===== config.mk =====
export PLATFORM = sky130hd
export DESIGN_NAME = imm_gen_pipe
export DESIGN_NICKNAME = d
export VERILOG_FILES = /design/src/rtl/imm_gen_pkg.sv /design/src/rtl/imm_decode_lane.sv /design/src/rtl/imm_gen_pipe.sv
export SDC_FILE = /design/constraint.sdc
export NUM_CORES = 1
export LEC_CHECK = 0
export CAP_MARGIN = 10
export CORE_MARGIN = 5
export CORE_UTILIZATION = 51
export DETAILED_ROUTE_END_ITERATION = 16
export HOLD_SLACK_MARGIN = 0.12
export PLACE_DENSITY = 0.91
export SYNTH_ARGS = -nofsm -noshare
export SYNTH_HDL_FRONTEND = slang
export SYNTH_SLANG_ARGS = --single-unit

===== constraint.sdc =====
create_clock -name clk -period 4.36 [get_ports clk]
set_clock_uncertainty 0.05 [all_clocks]
set_input_delay 1.09 -clock clk [delete_from_list [all_inputs] [get_ports clk]]
set_output_delay 1.09 -clock clk [all_outputs]
set_load 0.01 [all_outputs]

===== src/rtl/imm_gen_pkg.sv =====
// Shared opcode constants and immediate-format codes for the immediate generator.
package imm_gen_pkg;

  localparam logic [6:0] OPC_LOAD   = 7'b0000011;
  localparam logic [6:0] OPC_OPIMM  = 7'b0010011;
  localparam logic [6:0] OPC_JALR   = 7'b1100111;
  localparam logic [6:0] OPC_STORE  = 7'b0100011;
  localparam logic [6:0] OPC_BRANCH = 7'b1100011;
  localparam logic [6:0] OPC_LUI    = 7'b0110111;
  localparam logic [6:0] OPC_AUIPC  = 7'b0010111;
  localparam logic [6:0] OPC_JAL    = 7'b1101111;
  localparam logic [6:0] OPC_SYSTEM = 7'b1110011;

  localparam int FMT_W = 3;

  typedef enum logic [FMT_W-1:0] {
    FMT_NONE = 3'd0,
    FMT_I    = 3'd1,
    FMT_S    = 3'd2,
    FMT_B    = 3'd3,
    FMT_U    = 3'd4,
    FMT_J    = 3'd5,
    FMT_Z    = 3'd6
  } fmt_e;

endpackage


===== src/rtl/imm_decode_lane.sv =====
// Combinational single-lane immediate decoder: extracts and extends the immediate
// of one RV32I/RV64I instruction and reports its format.
module imm_decode_lane
  import imm_gen_pkg::*;
#(
  parameter int XLEN = 32
) (
  input  logic [31:0]     inst,
  output logic [XLEN-1:0] imm,
  output fmt_e            fmt,
  output logic            illegal
);

  // Raw immediates as signed fields; the XLEN casts below replicate inst[31].
  logic signed [11:0] w_imm_i;
  logic signed [11:0] w_imm_s;
  logic signed [12:0] w_imm_b;
  logic signed [31:0] w_imm_u;
  logic signed [20:0] w_imm_j;

  assign w_imm_i = inst[31:20];
  assign w_imm_s = {inst[31:25], inst[11:7]};
  assign w_imm_b = {inst[31], inst[7], inst[30:25], inst[11:8], 1'b0};
  assign w_imm_u = {inst[31:12], 12'b0};
  assign w_imm_j = {inst[31], inst[19:12], inst[20], inst[30:21], 1'b0};

  always_comb begin
    // NOTE: every output gets a default first so no path through the case infers a latch.
    imm     = '0;
    fmt     = FMT_NONE;
    illegal = 1'b0;
    if (inst[1:0] != 2'b11) begin
      illegal = 1'b1;
    end else begin
      unique case (inst[6:0])
        OPC_LOAD, OPC_OPIMM, OPC_JALR: begin
          fmt = FMT_I;
          imm = XLEN'(w_imm_i);
        end
        OPC_STORE: begin
          fmt = FMT_S;
          imm = XLEN'(w_imm_s);
        end
        OPC_BRANCH: begin
          fmt = FMT_B;
          imm = XLEN'(w_imm_b);
        end
        OPC_LUI, OPC_AUIPC: begin
          fmt = FMT_U;
          imm = XLEN'(w_imm_u);
        end
        OPC_JAL: begin
          fmt = FMT_J;
          imm = XLEN'(w_imm_j);
        end
        OPC_SYSTEM: begin
          // funct3[2] selects the CSR immediate forms, whose zimm is zero-extended.
          if (inst[14]) begin
            fmt = FMT_Z;
            imm = XLEN'(inst[19:15]);
          end else begin
            fmt = FMT_I;
            imm = XLEN'(w_imm_i);
          end
        end
        default: illegal = 1'b1;
      endcase
    end
  end

endmodule


===== src/rtl/imm_gen_pipe.sv =====
// Multi-lane immediate generator: decodes a bundle at the input and holds results
// in a 2-entry skid FIFO with valid/ready handshake, flush and tag passthrough.
module imm_gen_pipe
  import imm_gen_pkg::*;
#(
  parameter int XLEN  = 32,
  parameter int LANES = 1,
  parameter int TAG_W = 8
) (
  input  logic                    clk,
  input  logic                    rst,
  input  logic                    flush,
  input  logic                    in_valid,
  output logic                    in_ready,
  input  logic [LANES*32-1:0]     in_inst,
  input  logic [LANES-1:0]        in_mask,
  input  logic [TAG_W-1:0]        in_tag,
  output logic                    out_valid,
  input  logic                    out_ready,
  output logic [LANES*XLEN-1:0]   out_imm,
  output logic [LANES*FMT_W-1:0]  out_fmt,
  output logic [LANES-1:0]        out_illegal,
  output logic [LANES-1:0]        out_mask,
  output logic [TAG_W-1:0]        out_tag
);

  typedef struct packed {
    logic [LANES*XLEN-1:0]  imm;
    logic [LANES*FMT_W-1:0] fmt;
    logic [LANES-1:0]       illegal;
    logic [LANES-1:0]       mask;
    logic [TAG_W-1:0]       tag;
  } entry_t;

  entry_t     w_in_entry;
  entry_t     w_head_entry;
  entry_t     r_mem [2];
  logic       r_head;
  logic       r_tail;
  logic [1:0] r_count;
  logic       w_push;
  logic       w_pop;

  for (genvar g = 0; g < LANES; g++) begin : g_lane
    logic [XLEN-1:0] w_imm;
    fmt_e            w_fmt;
    logic            w_ill;

    imm_decode_lane #(.XLEN(XLEN)) u_dec (
      .inst    (in_inst[32*g +: 32]),
      .imm     (w_imm),
      .fmt     (w_fmt),
      .illegal (w_ill)
    );

    // Masked-off lanes report nothing, not even an illegal encoding.
    assign w_in_entry.imm[XLEN*g +: XLEN]   = in_mask[g] ? w_imm : '0;
    assign w_in_entry.fmt[FMT_W*g +: FMT_W] = in_mask[g] ? w_fmt : FMT_NONE;
    assign w_in_entry.illegal[g]            = in_mask[g] & w_ill;
  end

  assign w_in_entry.mask = in_mask;
  assign w_in_entry.tag  = in_tag;

  assign in_ready  = rst && (r_count < 2'd2);
  assign out_valid = (r_count != 2'd0);
  assign w_push    = in_valid && in_ready && !flush;
  assign w_pop     = out_valid && out_ready && !flush;

  always_ff @(posedge clk) begin
    // NOTE: sequential state uses non-blocking assignments so every flop samples pre-edge values.
    if (!rst || flush) begin
      r_count <= 2'd0;
      r_head  <= 1'b0;
      r_tail  <= 1'b0;
    end else begin
      if (w_push) r_tail <= ~r_tail;
      if (w_pop)  r_head <= ~r_head;
      r_count <= r_count + 2'(w_push) - 2'(w_pop);
    end
  end

  // NOTE: storage is not reset; outputs are gated by occupancy, so stale entries never leak.
  always_ff @(posedge clk) begin
    if (w_push) r_mem[r_tail] <= w_in_entry;
  end

  assign w_head_entry = out_valid ? r_mem[r_head] : '0;
  assign out_imm      = w_head_entry.imm;
  assign out_fmt      = w_head_entry.fmt;
  assign out_illegal  = w_head_entry.illegal;
  assign out_mask     = w_head_entry.mask;
  assign out_tag      = w_head_entry.tag;

endmodule


Word level (Yosys, flattened, before mapping)

Memory sizes are Yosys's and may differ from the RTL's. A register that Yosys moved wholly into a read port is not among the register bits.
Cells that the tools add are included.

Logic and storage cells: 47
Input bits: 46
Memories kept: 1
Register bits after elaboration: 4
Bits in writable memories: 90
Output and inout bits: 47

Equal/unequal tests: 10
Reduce and logical (&&, ||, !) cells: 12
Bitwise operators: 3
Add/sub/neg operators: 2
Muxes and demuxes: 15
Order comparisons: 1

Memories:

| name  | depth | bits a word | rd ports | clocked after Yosys merged registers in | wr ports | line               | text |
|---|---|---|---|---|---|---|---|
| r_mem | 2     | 45          | 1        | 1                                       | 1        | imm_gen_pipe.sv:37 | `entry_t r_mem [2];` |

Operator list:

| cell               | number |
|---|---|
| $pmux 32 s6        | 1 |
| $mux 32            | 3 |
| $mux 45            | 1 |
| $eq 7x7->1 const B | 4 |
| $pmux 3 s6         | 1 |
| $eq 7x5->1 const B | 2 |
| $eq 7x6->1 const B | 2 |
| $mux 3             | 3 |
| $reduce_or 9->1    | 1 |
| $eq 7x2->1 const B | 1 |
| $mux 1             | 6 |
| $logic_and 1x1->1  | 5 |
| $reduce_or 3->1    | 1 |
| $add 2x1->2        | 1 |
| $logic_not 1->1    | 2 |
| $lt 2x2->1 const B | 1 |
| $ne 2x2->1 const B | 1 |
| $not 1->1          | 2 |
| $reduce_bool 2->1  | 1 |
| $reduce_or 2->1    | 1 |
| $sub 2x1->2        | 1 |
| $and 1x1->1        | 1 |
| $logic_or 1x1->1   | 1 |

Depth between registers and ports, before layout

Gate-level depths: netlist of the first run.

Depth after elaboration: 6
Mapped depth: 10
Gate-level depth less buffers: 10

Hierarchy

A second synthesis of the first run with hierarchy kept.

Cells, all modules: 346
Area, all modules: 4,631.9 sq um

Modules (own cells, without submodules):

| module          | cells each | seq. area each (sq um) | times used | area an instance (sq um) |
|---|---|---|---|---|
| imm_gen_pipe    | 257        | 2,802.7                | 1          | 3,951.3 |
| imm_decode_lane | 89         | 0.0                    | 1          | 680.7 |

Least setup slack after synthesis of the first run

No wires, ideal clock.

Path type: input -> register
Start point: input port flush
End point: memory r_mem[0][0] (netlist name), enable pin
Path buffers: 0
Cell stages on the path: 4
Setup slack: 0.240 ns
Arrival time: 3.623 ns
Required time: 3.862 ns
Setup time: 0.448 ns
Cell sequence: nand2b_1 nor3b_1 inv_1 nor2_1

Longest elaborated chain between the ends: 4

RTL lines:

| item                         | line               | text |
|---|---|---|
| start: declaration           | imm_gen_pipe.sv:12 | `input logic flush,` |
| $logic_not 1->1              | imm_gen_pipe.sv:67 | `assign w_push = in_valid && in_ready && !flush;` |
| $logic_and 1x1->1            | imm_gen_pipe.sv:67 |  |
| $mux 1                       | imm_gen_pipe.sv:85 | `if (w_push) r_mem[r_tail] <= w_in_entry;` |
| $mux 1 (implied by the code) | imm_gen_pipe.sv:85 |  |
| end: declaration             | imm_gen_pipe.sv:37 |  |

No other way between the ends.

==> results of run 1 <==
==> worst max-delay path: stages (launching register included) <==
cell	delay (ns)
dfxtp_2	0.78
buf_12	0.29
mux2i_1	0.31
nor2_1	0.06
clkdlybuf4s50_1	0.51
==> per-stage QoR <==
stage	area (µm²)	setup WS (ns)	hold slack (ns)	std cells	total power [µW]
4_1_cts	5600	0.890	0.466	541	1700
5_1_grt	5600	0.806	0.486	541	1750
6_report	5600	0.900	0.461	541	1690
3_3_place_gp	5420	0.858	0.437	525	1180
2_1_floorplan	4410	0.240	0.422	343	1100
3_5_place_dp	5420	0.727	0.445	525	1180
==> cell families (layout without fill, tap and decap cells) <==
| logic type | after synthesis | after routing | share of synthesized area (%) |
|---|---|---|---|
| compound gates | 48 | 48 | 8.55 |
| xor+xnor | 4 | 4 | 0.795 |
| fa+ha+maj | 2 | 2 | 0.568 |
| flops | 95 | 95 | 63.6 |
| simple gates | 121 | 121 | 12.9 |
| buf+inv | 27 | 117 | 3.07 |
| mux | 46 | 46 | 10.5 |
==> layout make-up <==
type / count / area share [%]
repair buffers: 96 / 17.4
clock buffers: 12 / 2.77
inverters: 5 / 0.335
multi-input cells: 221 / 26.5
clock inverters: 4 / 0.536
flip-flops and latches: 95 / 50.0
well taps: 108 / 2.41
==> registers in the layout, summed over array words and instances, names as in the netlist, named ones only <==
register,flops
r_count,2
r_head,1
r_tail,1
r_mem,90
==> cell usage after synthesis (all sizes together) (2+ instances only) <==
| cell | number |
|---|---|
| nand2 | 25 |
| inv | 5 |
| nand4b | 3 |
| buf | 15 |
| nor2 | 62 |
| a32oi | 2 |
| edfxtp | 90 |
| xnor2 | 2 |
| a21oi | 29 |
| or2 | 2 |
| o211ai | 2 |
| clkbuf | 7 |
| mux2i | 45 |
| xor2 | 2 |
| nand4 | 4 |
| and2 | 3 |
| nand2b | 2 |
| ha | 2 |
| nor2b | 2 |
| nand3 | 3 |
| dfxtp | 5 |
| a22oi | 5 |
| and3 | 9 |
| o21ai | 4 |
==> per-layer routing <==
metal	GRT usage (%)	wire length [µm]	up-vias
li1	-	-	1427
met1	21.5	3660	1436
met2	31.7	4950	104
met3	2.57	518	15
met4	8.86	218	0
met5	0	0	-
==> worst min path at each step <==
stage                              from                   to  slack [ns]  cells after the start
global placement    r_head$_SDFFE_PP0P_  r_head$_SDFFE_PP0P_        0.44                      2
CTS                 r_head$_SDFFE_PP0P_  r_head$_SDFFE_PP0P_        0.47                      2
detailed placement  r_head$_SDFFE_PP0P_  r_head$_SDFFE_PP0P_        0.44                      2
floorplan           r_head$_SDFFE_PP0P_             register        0.42                      2
finish              r_head$_SDFFE_PP0P_  r_head$_SDFFE_PP0P_        0.46                      2
global route        r_head$_SDFFE_PP0P_  r_head$_SDFFE_PP0P_        0.49                      2
==> report_power, final <==
part,total [µW],internal (µW),switching [µW]
clock network,533,241,292
logic,149,77.6,71.6
registers,1010,1010,5.80
total,1690,1320,369
==> results.toml, run 1 <==
[setup_path]
end_kind = "output port"
worst_ep_arrival_time_ns = 2.32
rr_endpoint = "r_count[1]$_SDFF_PP0_"
reg2reg_slack_ns = 1.88
reg2reg_from = "r_count[1]$_SDFF_PP0_"
worst-path-max-fanout = 25
r2r_cells = 10
cp-start-kind = "register"
worst-setup-path-type = "reg2out"
required_ns = 3.22
crit_end = "out_imm[31]"

[outcome]
outcome = "completed"

[sta]
hold_violations = 0
period_share_pct = 79.4
setup_viol_count_final = 0
fmax_mhz = 289
slew_headroom_pct = 15.1
layout_min_cycle_time_ns = 3.46
report.final.slew_viol_count = 0
setup_tns_ns = 0
tightest_slew_ns = 1.26
rsz0062_at_grt = "false"

[clocking]
cts_buffers = 9
clk_path_buf_depth = 2
hold_buffers = 0
worstSkewPairLatency_ns = 0.35
clock_sinks = 95
cts_resized = 0
htreeDepth = 3
cts_tree = "yes"
cts_root_buf = "clkbuf_8"
clkSlewWorstSetupHoldPaths_ns = 0.09
cts_setup_buffers = 0

[final_layout]
syn2layout_area_growth_pct = 27.2
final_common_cell = "clkdlybuf4s50_1"
fin_util_pct = 65.5
fillers = 645
layout-drive-gt1-share_pct = 12.0
most-common-layout-cells = "clkdlybuf4s50_1 (92), edfxtp_1 (90), nor2_1 (56)"
regArea_um2 = 2800
antenna_cells = 0
multiInputGateArea_um2 = 1480
fin_nets = 476

[route]
drc = 0
initialDrtViolationCount = 216
detail-route-antenna-nets = 0
drtPass1Iterations = 4
vias = 2982
viasPerCell = 5.51
wire_per_inst_um = 17.3
postRouteWirelength_um = 9350

[logic_synthesis]
ys_ff_latch = 95
ys_top_cells_by_area = "edfxtp_1 (61%), mux2i_1 (10%), nor2_1 (4.9%), a21oi_2 (3.6%), dfxtp_1 (2.3%)"
syn_inst = 343
synth_edf_count = 90
yosysTopAreaCellShare_pct = 61.3
postSynth.asyncResetShare_pct = 0
synth_cell_types = 45
ys_warn_count = 0
synth-seq-area-share_pct = 63.6
syn_area_um2 = 4410
ys.flop_type = "edfxtp_1"
syn_avg_cell_area_um2 = 12.8
synth_top_area_cell = "edfxtp_1"
synthesis.nets = 391

[grt]
grt_pass1_vias = 3008
grt_max_degree = 47
grt-ovfl-total = 0
grt_antenna_before_repair = 0
grt_pass1_wl_um = 14400
grt_util_all_layers_pct = 18.0

[run]
maxCapViolCount = 0

[place]
dpl.hpwl_um = 6670
port_buffers = 92
globalplace.congestion = 0.892

[power]
p_per_area_nw_per_um2 = 302
vdd_drop_max_uv = 152
leakage_uw = 0.00164

[die]
start_util_pct = 51.5
rows = 34
die_y_um = 103
die_w_um = 103
dieArea_um2 = 10600
coreArea_um2 = 8550
num_io_pins = 93

[worst_hold_path]
hold_path.class = "reg2reg"
(Power assumes the default switching activity.)
==> inputs of run 2 (changes only) <==
--- a/config.mk
+++ b/config.mk
@@ -7,10 +7,10 @@
 export LEC_CHECK = 0
 export CAP_MARGIN = 10
 export CORE_MARGIN = 5
-export CORE_UTILIZATION = 51
+export CORE_UTILIZATION = 46
 export DETAILED_ROUTE_END_ITERATION = 16
 export HOLD_SLACK_MARGIN = 0.12
-export PLACE_DENSITY = 0.91
+export PLACE_DENSITY = 0.87
 export SYNTH_ARGS = -nofsm -noshare
 export SYNTH_HDL_FRONTEND = slang
 export SYNTH_SLANG_ARGS = --single-unit
==> constraint.sdc (replaced) <==
create_clock -name clk -period 2.89 [get_ports clk]
set_clock_uncertainty 0.05 [all_clocks]
set_input_delay 0.7225 -clock clk [delete_from_list [all_inputs] [get_ports clk]]
set_output_delay 0.7225 -clock clk [all_outputs]
set_load 0.01 [all_outputs]
==> results.toml, run 2 (same netlist as run 1, synthesis figures left out) <==
[setup_path]
cpPeakStageDelay_ns = 0.57
worst-path-max-fanout = 34
cp-start-kind = "register"
slowest_stage = "clkdlybuf4s50_1"
critPathTopFamily = "buffers and inverters"
required_ns = 2.12
crit_chain = "nor2_4 > buf_12 > nor2_1 > clkdlybuf4s50_1"
end_kind = "output port"
critical_path_buf_inv_count = 2
worst_ep_arrival_time_ns = 1.91
worst-setup-path-type = "reg2out"

[grt]
grt_pass1_wl_um = 15000
grt_max_degree = 46
grt_util_all_layers_pct = 16.7
grt-ovfl-total = 0
grt_antenna_before_repair = 0
grt_pass1_vias = 3031

[sta]
setup_viol_count_final = 0
tightest_slew_ns = 0.446
report.final.slew_viol_count = 0
fmax_mhz = 373
setup_tns_ns = 0
layout_min_cycle_time_ns = 2.68
rsz0062_at_grt = "false"
hold_violations = 0
slew_headroom_pct = 70.2
period_share_pct = 92.7

[clocking]
clock_sinks = 95
cts_setup_buffers = 0
clkSlewWorstSetupHoldPaths_ns = 0.09
cts_root_buf = "clkbuf_8"
cts_buffers = 9
clk_path_buf_depth = 2
worstSkewPairLatency_ns = 0.35
htreeDepth = 3
cts_resized = 0
cts_tree = "yes"
hold_buffers = 0

[power]
leakage_uw = 0.00172
swShare_pct = 21.6
p_int_uw = 2030
seq_power_share_pct = 58.8
p_per_area_nw_per_um2 = 450
p_clk_share_pct = 32.1
vdd_drop_max_uv = 221
p_switching_uw = 559
pwr-share-comb_pct = 9.0

[route]
initialDrtViolationCount = 200
drc = 0
wire_per_inst_um = 16.7
met3_length_um = 544
drtPass1Iterations = 5
viasPerCell = 5.23
wl_met2_um = 4750
wl_met1_um = 4080
detail-route-antenna-nets = 0
postRouteWirelength_um = 9590
vias = 3002
top_layer = "met4"

[die]
rows = 35
die_w_um = 108
die_y_um = 108
num_io_pins = 93
coreArea_um2 = 9280
dieArea_um2 = 11600
start_util_pct = 47.5

[outcome]
outcome = "completed"

[final_layout]
most-common-layout-cells = "clkdlybuf4s50_1 (92), edfxtp_1 (90), nor2_1 (56)"
regArea_um2 = 2800
layout-drive-gt1-share_pct = 14.4
top_register = "r_mem"
fin_nets = 488
multiInputGateArea_um2 = 1480
fin_util_pct = 62.1
antenna_cells = 0
syn2layout_area_growth_pct = 30.9
largest_reg_flops = 90
reg.largest.list = "r_mem (90), r_count (2)"
final_common_cell = "clkdlybuf4s50_1"
fillers = 740

[place]
dpl.hpwl_um = 6810
port_buffers = 92
globalplace.congestion = 0.881

[worst_hold_path]
hold_path.class = "reg2reg"

[run]
maxCapViolCount = 0
-- run 2: worst paths after layout --
kind	from	to	slack [ns]	cells after the start
worst min-delay path	r_head$_SDFFE_PP0P_	r_head$_SDFFE_PP0P_	0.47	2
worst max register to register	r_count[1]$_SDFF_PP0_	r_count[1]$_SDFF_PP0_	0.62	11
worst max-delay path	r_count[1]$_SDFF_PP0_	out_imm[0]	0.21	4
worst min register to register	r_head$_SDFFE_PP0P_	r_head$_SDFFE_PP0P_	0.47	2
-- run 2: cell type report --
| class | instances | area share, % |
|---|---|---|
| timing repair buffer | 108 | 19.1 |
| sequential | 95 | 48.6 |
| clock inverter | 4 | 0.477 |
| clock buffer | 12 | 2.89 |
| tap | 129 | 2.80 |
| multi-input combinational | 221 | 25.7 |
| inverter | 5 | 0.326 |
-- run 2: metrics by stage --
stage          total power, µW  hold slack [ns]  instances  worst slack (ns)  area, µm²
2_1_floorplan             1650            0.422        343            0.0280       4410
3_5_place_dp              1790            0.446        558            0.0363       5570
6_report                  2590            0.465        574             0.211       5770
4_1_cts                   2610            0.472        574             0.189       5770
3_3_place_gp              1790            0.436        558             0.189       5570
5_1_grt                   2690            0.524        574            0.0972       5770
-- run 2: per-layer routing --
layer	GRT usage, %	vias to the layer above
met2	28.7	112
met4	7.48	0
met1	20.3	1422
li1	-	1450
met3	2.94	18
met5	0	-
-- run 2: tightest hold or removal path: stages, from the launching register on --
cell     delay (ns)
dfxtp_1        0.33
xor2_1         0.08
nor2_1         0.07
-- run 2: power by group through the flow --
stage                     Sequential (µW)  Combinational (µW)  Clock (µW)
final                                1530                 235         834
after global placement               1560                 232           0
after floorplan                      1550                97.1           0
after detailed placement             1560                 234           0
after global routing                 1530                 252         909
after CTS                            1530                 236         852
